==> src/rtl/pwm.sv <==
// -----------------------------------------------------------------------------
// pwm -- counter-based pulse-width modulator
//
// Purpose:
//   Produces a registered PWM waveform whose period is `cycle` clocks and whose
//   high time is `duty` clocks. Both settings are captured into shadow
//   registers only at period boundaries (or continuously while idle), so a
//   change in the middle of a period never produces a runt or stretched pulse.
//
// Parameters:
//   WIDTH          width of the period counter, `cycle` and `duty`
//
// Ports:
//   clk            system clock, rising edge
//   rst_n          synchronous active-low reset
//   en             enable; 0 = idle (output low, shadows track inputs)
//   cycle          PWM period in clk cycles (0 = output held low)
//   duty           high time in clk cycles (>= cycle gives constant high)
//   pwm_out        registered PWM output
//   period_strobe  (only with PWM_PERIOD_STROBE_EN) one-clock pulse on the
//                  edge that completes a period with a non-zero shadow period
//
// Optional feature macro: PWM_PERIOD_STROBE_EN
// -----------------------------------------------------------------------------
module pwm #(
  parameter int unsigned WIDTH = 32
) (
  input  logic             clk,
  input  logic             rst_n,
  input  logic             en,
  input  logic [WIDTH-1:0] cycle,
  input  logic [WIDTH-1:0] duty,
`ifdef PWM_PERIOD_STROBE_EN
  output logic             period_strobe,
`endif
  output logic             pwm_out
);

  logic [WIDTH-1:0] cnt_q, cnt_d;
  logic [WIDTH-1:0] cyc_s_q, cyc_s_d;
  logic [WIDTH-1:0] duty_s_q, duty_s_d;
  logic             pwm_q, pwm_d;
  logic             boundary;

  // The zero test short-circuits the wrapped value of cyc_s_q-1, so a zero
  // period is treated as a boundary on every clock rather than a huge period.
  assign boundary = (cyc_s_q == '0) || (cnt_q >= (cyc_s_q - WIDTH'(1)));

  always_comb begin
    cnt_d    = cnt_q;
    cyc_s_d  = cyc_s_q;
    duty_s_d = duty_s_q;
    pwm_d    = 1'b0;
    if (!en) begin
      // Idle: hold the counter at the start of a period and keep the shadows
      // current so re-enabling starts a fresh period with the latest inputs.
      cnt_d    = '0;
      cyc_s_d  = cycle;
      duty_s_d = duty;
    end else begin
      // Output is decided from the pre-edge counter and shadows.
      pwm_d = (cyc_s_q != '0) && (cnt_q < duty_s_q);
      if (boundary) begin
        cnt_d    = '0;
        cyc_s_d  = cycle;
        duty_s_d = duty;
      end else begin
        cnt_d = cnt_q + WIDTH'(1);
      end
    end
  end

  always_ff @(posedge clk) begin
    if (!rst_n) begin
      cnt_q    <= '0;
      cyc_s_q  <= '0;
      duty_s_q <= '0;
      pwm_q    <= 1'b0;
    end else begin
      cnt_q    <= cnt_d;
      cyc_s_q  <= cyc_s_d;
      duty_s_q <= duty_s_d;
      pwm_q    <= pwm_d;
    end
  end

  assign pwm_out = pwm_q;

`ifdef PWM_PERIOD_STROBE_EN
  logic strobe_q, strobe_d;

  // A reload with a non-zero shadow period marks the end of a real period;
  // the every-clock reloads of a zero period are not periods.
  always_comb begin
    strobe_d = 1'b0;
    if (en && boundary && (cyc_s_q != '0)) begin
      strobe_d = 1'b1;
    end
  end

  always_ff @(posedge clk) begin
    if (!rst_n) begin
      strobe_q <= 1'b0;
    end else begin
      strobe_q <= strobe_d;
    end
  end

  assign period_strobe = strobe_q;
`endif

endmodule

==> config.mk <==
export PLATFORM = sky130hd
export DESIGN_NAME = pwm
export DESIGN_NICKNAME = d
export VERILOG_FILES = /design/src/rtl/pwm.sv
export SDC_FILE = /design/constraint.sdc
export NUM_CORES = 1
export LEC_CHECK = 0
export BUFFER_PORTS_ARGS = -buffer_cell sky130_fd_sc_hd__buf_2
export CAP_MARGIN = 20
export CORE_ASPECT_RATIO = 1.2
export CORE_MARGIN = 10
export CORE_UTILIZATION = 45
export CTS_BUF_LIST = sky130_fd_sc_hd__clkbuf_2
export DETAILED_ROUTE_END_ITERATION = 10
export HOLD_SLACK_MARGIN = 0.05
export PLACE_DENSITY = 0.75
export SYNTH_ARGS = -nofsm -noshare
export SYNTH_HDL_FRONTEND = slang
export SYNTH_SLANG_ARGS = --single-unit
==> constraint.sdc <==
create_clock -name clk -period 3.58 [get_ports clk]
set_input_delay 1.074 -clock clk [delete_from_list [all_inputs] [get_ports clk]]
set_output_delay 1.074 -clock clk [all_outputs]
set_load 0.05 [all_outputs]
==> Word level (Yosys, flattened, before mapping) <==
Index checks and enable logic that the tools add are counted.
{ "word_totals": {"reg_bits": 97, "out_inout_bits": 1, "wordCells": 21} }
{ "classes": {"addsub": 2, "n_lt_le_gt_ge": 2, "n_eq_ne": 1, "muxes": 4, "bitwise_logic": 2, "n_reduce_logical": 6} }
{ "ops": {"columns": ["op", "count"], "rows": [
  ["two-way mux 32 bit", 4],
  ["adder 32 x 1 -> 32 bit (second input constant)", 1],
  ["greater-or-equal comparator 32 bit", 1],
  ["zero test 32 bit", 1],
  ["< comparator 32 bit", 1],
  ["nonzero test 32 bit", 1],
  ["subtractor 32 x 1 -> 32 bit (second input constant)", 1],
  ["OR reduction 3 bit", 1],
  ["!= test 2 x 1 -> 1 bit (second input constant)", 1],
  ["NOT 1 bit", 2],
  ["AND reduction 2 bit", 1],
  ["logical AND 1 bit", 1],
  ["logical OR 1 bit", 1]
]} }

==> Depth between registers and ports, before layout <==
{ "depth": {"depth_word": 5, "ltp_mapped": 18} }

==> Worst setup path before layout <==
Ideal clock, no wire load.
{ "synth_path": {"path_type": "register to register", "start": "reg cyc_s_q[11]", "end": "reg duty_s_q[12]", "setup_time_ns": 0.072, "arrival_ns": 3.876, "t_required_ns": 3.508, "setup_slack_ns": -0.368, "path_stages_with_launch": 16, "n_path_buf": 2, "period_less_slack_ns": 3.948, "cell_sequence": "dfxtp_1 > or4_4 > or3_4 > or3_1 > nor4_2 > xnor2_1 > ha_1 > a21oi_1 > a211oi_1 > nor4b_1 > nand3_1 > nor3_1 > and2_4 > buf_12 > buf_8 > mux2i_1"} }
{ "synth_via": {"elab_chain_len": 4, "elab_cells_between_ends": 5, "cone_classes": "1 x add/sub; 1 x order compare; 1 x eq/ne; 2 x reduce/logical"} }
{ "synth_rtl": {"columns": ["item", "line", "rtl"], "rows": [
  ["from (decl)", "40", "logic [WIDTH-1:0] cyc_s_q, cyc_s_d;"],
  ["from (signal assigned)", "81", "cyc_s_q <= cyc_s_d;"],
  ["subtractor 32 x 1 -> 32 bit", "47", "assign boundary = (cyc_s_q == '0) || (cnt_q >= (cyc_s_q - WIDTH'(1)));"],
  ["greater-or-equal comparator 32 bit", "47", null],
  ["logical OR 1 bit (*)", "47", null],
  ["!= test 2 x 1 -> 1 bit (no source line) (*)", null, null],
  ["to (signal assigned)", "82", "duty_s_q <= duty_s_d;"],
  ["to (decl)", "41", "logic [WIDTH-1:0] duty_s_q, duty_s_d;"]
]} }
Mark *: on every way between the ends. The rest lies on a longest branch, timed or not.
A chain may end at the register's enable or synchronous reset.

==> Final worst setup path <==
{ "layout_path": {"start": "reg cyc_s_q[14]", "end": "reg cyc_s_q[4]"} }
{ "layout_via": {"elab_chain_len": 4, "elab_cells_between_ends": 5, "cone_classes": "1 x add/sub; 1 x order compare; 1 x eq/ne; 2 x reduce/logical"} }
{ "layout_rtl": {"columns": ["item", "line"], "rows": [
  ["subtractor 32 x 1 -> 32 bit", "47"],
  ["greater-or-equal comparator 32 bit", "47"],
  ["logical OR 1 bit (*)", "47"],
  ["!= test 2 x 1 -> 1 bit (no source line) (*)", null]
]} }
Marked as above.

==> flow_metrics.py <==
metrics = {
    "status": {
        "status": "complete, but fails checks",
        "failed_checks": "negative setup slack",
    },
    "power": {
        "p_sw_share_pct": 30.49,
        "vdd_drop_max_v": 0.0001634,
        "power.density_nw_per_um2": 304.7,
        "p_sw_uw": 679.5,
        "clock_power_share_pct": 24.1,
        "total_leakage_power_nw": 3.224,
        "combPwrFrac_pct": 23.5,
        "p_int_mw": 1.549,
        "seqPwrFrac_pct": 52.3,
    },
    "floorplanning": {
        "die_x_um": 125.5,
        "die_h_um": 146.6,
        "rows": 46,
        "start_util_pct": 45.61,
        "coreArea_um2": 13180,
        "design.portCount": 68,
        "die_area_um2": 18400,
    },
    "grt": {
        "grt_use_total_pct": 14.75,
        "grt_max_degree": 63,
        "antenna_found_initial": 1,
        "grt_overflow": 0,
        "grt_pass1_wl_um": 22910,
        "grt_pass1_vias": 5022,
    },
    "sta": {
        "relSlewSlack_pct": 60.98,
        "tightest_slew_ns": 0.5706,
        "drv_slew": 0,
        "finalHoldViolCount": 0,
        "setup_violations": 96,
        "rsz0062_at_grt": "yes",
        "final.setup.worst_slack_ns": -0.3656,
        "fin_crit_ns": 3.946,
        "max_freq_mhz": 253.4,
        "fin_skew_ns": 0.04240,
        "finalCritPeriodShare_pct": 110.2,
        "setup_tns_ns": -29.49,
    },
    "yosys": {
        "ys_ff_latch": 97,
        "synthTopCellsByArea": "dfxtp_1 32%, ha_1 14%, mux2i_1 10%",
        "async_reset_ff_share_pct": 0,
        "synth_flop_cell": "dfxtp_1",
        "synth_top_area_share_pct": 32.30,
        "yosys_warnings": 0,
        "synth.most_common_cell": "nand2_1",
        "ys_seq_area_share_pct": 32.30,
        "syn_nets": 846,
        "avgSynthCellArea_um2": 8.420,
        "syn_inst": 714,
        "yosys.cell_types.count": 47,
        "synth.cell_area_um2": 6012,
        "synth_edf_count": 0,
        "synth_area_leader_cell": "dfxtp_1",
        "synth_common_cells": "149 x nand2_1, 97 x dfxtp_1, 65 x ha_1, 63 x nor2_1, 62 x mux2i_1",
    },
    "critical_path": {
        "cp_max_fo": 8,
        "startpoint_type": "flip-flop",
        "cp_data_arrival_time_ns": 4.49,
        "cp_top_family": "simple AND/OR/NAND/NOR gates",
        "crit_path_max_incr_delay_ns": 0.53,
        "cp_num_buf_inv": 2,
        "cpMostUsedCell": "or3_4",
        "cp_slowest_cell": "or4_4",
        "path_class": "flip-flop to flip-flop",
        "cp-end-kind": "flip-flop",
        "path_cells": "or4_4, or3_4, or3_4, nor4_4, xnor2_1, ha_1, a21oi_2, a211oi_2, nor4b_2, nand3_1, nor3_2, buf_4, and2_4, buf_12, mux2i_1",
        "cp.required_ns": 4.12,
    },
    "clocking": {
        "h-tree-depth": 3,
        "cts_buffers": 9,
        "cts_root_buf": "clkbuf_2",
        "clk_latency_ns": 0.60,
        "cts_tree": "done",
        "clk_pin_slew_ns": 0.25,
        "max-clock-path-buffers": 2,
        "clock-sinks": 97,
    },
    "place": {
        "place_inst": 976,
        "place_hpwl_um": 10540,
        "place.gp.congestion": 0.8444,
        "port_buffers": 67,
        "postPlaceCellArea_um2": 6829,
        "pre_cts_slack_ns": -0.3402,
    },
    "drt": {
        "wl_um": 14260,
        "wl_per_cell_um": 14.19,
        "drc": 0,
        "ant_nets": 0,
        "vias": 5086,
        "viasPerCell": 5.061,
        "drt-initial-drc-count": 236,
        "dr.pass1.iters": 4,
    },
    "cells_and_area": {
        "fin_nets": 963,
        "area_growth_syn_to_layout_pct": 21.64,
        "final_cell_area_um2": 7313,
        "drive_above_1_share_pct": 22.13,
        "fin_cells": 1005,
    },
    "min_path": {
        "min_path_type": "flip-flop to flip-flop",
    },
    "job": {
        "maxCapViolations": 0,
    },
}
state kept, by name, indices dropped and copies added, names as in the netlist:
register  cells
cnt_q        32
cyc_s_q      32
duty_s_q     32
pwm_out       1
power groups by stage:
stage	Combinational, mW	Sequential (mW)	Clock, mW
finish	0.525	1.17	0.538
global route	0.583	1.17	0.584
CTS	0.496	1.16	0.547
detailed placement	0.473	1.18	0
global placement	0.464	1.18	0
floorplan	0.302	1.19	0
per-layer routing:
metal  GRT usage, %  part of all wire [%]
met3          2.789                   4.0
met1          17.70                    45
met2          24.71                    48
met5              0                     0
met4          6.920                   3.1
final timing paths:
check / startpoint / to / slack [ns] / depth (start not counted)
worst max-delay path: cyc_s_q[14]$_SDFFE_PN0P_ / cyc_s_q[4]$_SDFFE_PN0P_ / -0.37 / 15
worst min-delay path: duty_s_q[20]$_SDFFE_PN0P_ / duty_s_q[20]$_SDFFE_PN0P_ / 0.47 / 2
worst max register to register: cyc_s_q[14]$_SDFFE_PN0P_ / cyc_s_q[4]$_SDFFE_PN0P_ / -0.37 / 15
worst min register to register: duty_s_q[20]$_SDFFE_PN0P_ / duty_s_q[20]$_SDFFE_PN0P_ / 0.47 / 2
kinds of logic after synthesis:
logic type / share of synthesized area [%]
and+or+nand+nor: 23.93
DFF: 32.30
buffers and inverters: 5.931
adders and majority gates: 13.53
muxes: 10.32
xor gates and xnor gates: 8.741
AOI/OAI and AO/OA: 5.244
worst min-delay path: stages (launching register included):
cell     delay, ns
dfxtp_1       0.35
nand2_1       0.05
mux2i_1       0.05
timing repair:
action	in CTS	in global routing
setup endpoints to repair	96	96
cloned	3	2
buffers inserted	7	2
hold buffers	0	0
pin swaps	10	23
gates resized for setup	8	39
layout by cell type (no fill, tap or decap), drive strengths merged, types with 11 or more instances in the layout:
| cell type | Yosys | final |
|---|---|---|
| a21oi | 20 | 20 |
| buf | 10 | 128 |
| clkbuf | 15 | 11 |
| dfxtp | 97 | 97 |
| ha | 65 | 65 |
| inv | 40 | 41 |
| mux2i | 62 | 62 |
| nand2 | 150 | 150 |
| nand3 | 23 | 23 |
| nand4 | 20 | 20 |
| nor2 | 64 | 64 |
| nor3 | 12 | 12 |
| nor4 | 12 | 12 |
| o21ai | 15 | 15 |
| xnor2 | 38 | 38 |
| xor2 | 22 | 22 |
cell type report:
type                            count  area [µm²]
Antenna cell                        1       2.502
Clock inverter                      7       68.82
Inverter                           40       150.1
Multi-Input combinational cell    553        3911
Tap cell                          168       210.2
Timing Repair Buffer              130       979.7
Fill cell                        1155        5867
Sequential cell                    97        1946
Clock buffer                        9       45.04
per-stage QoR:
step	hold slack (ns)	total power, mW	util, %
6_report	0.4749	2.228	55.49
5_1_grt	0.4956	2.341	55.49
4_1_cts	0.4774	2.207	53.72
3_5_place_dp	0.4518	1.657	51.81
3_3_place_gp	0.4449	1.647	51.81
2_1_floorplan	0.4380	1.490	-
(Power assumes the default switching activity.)
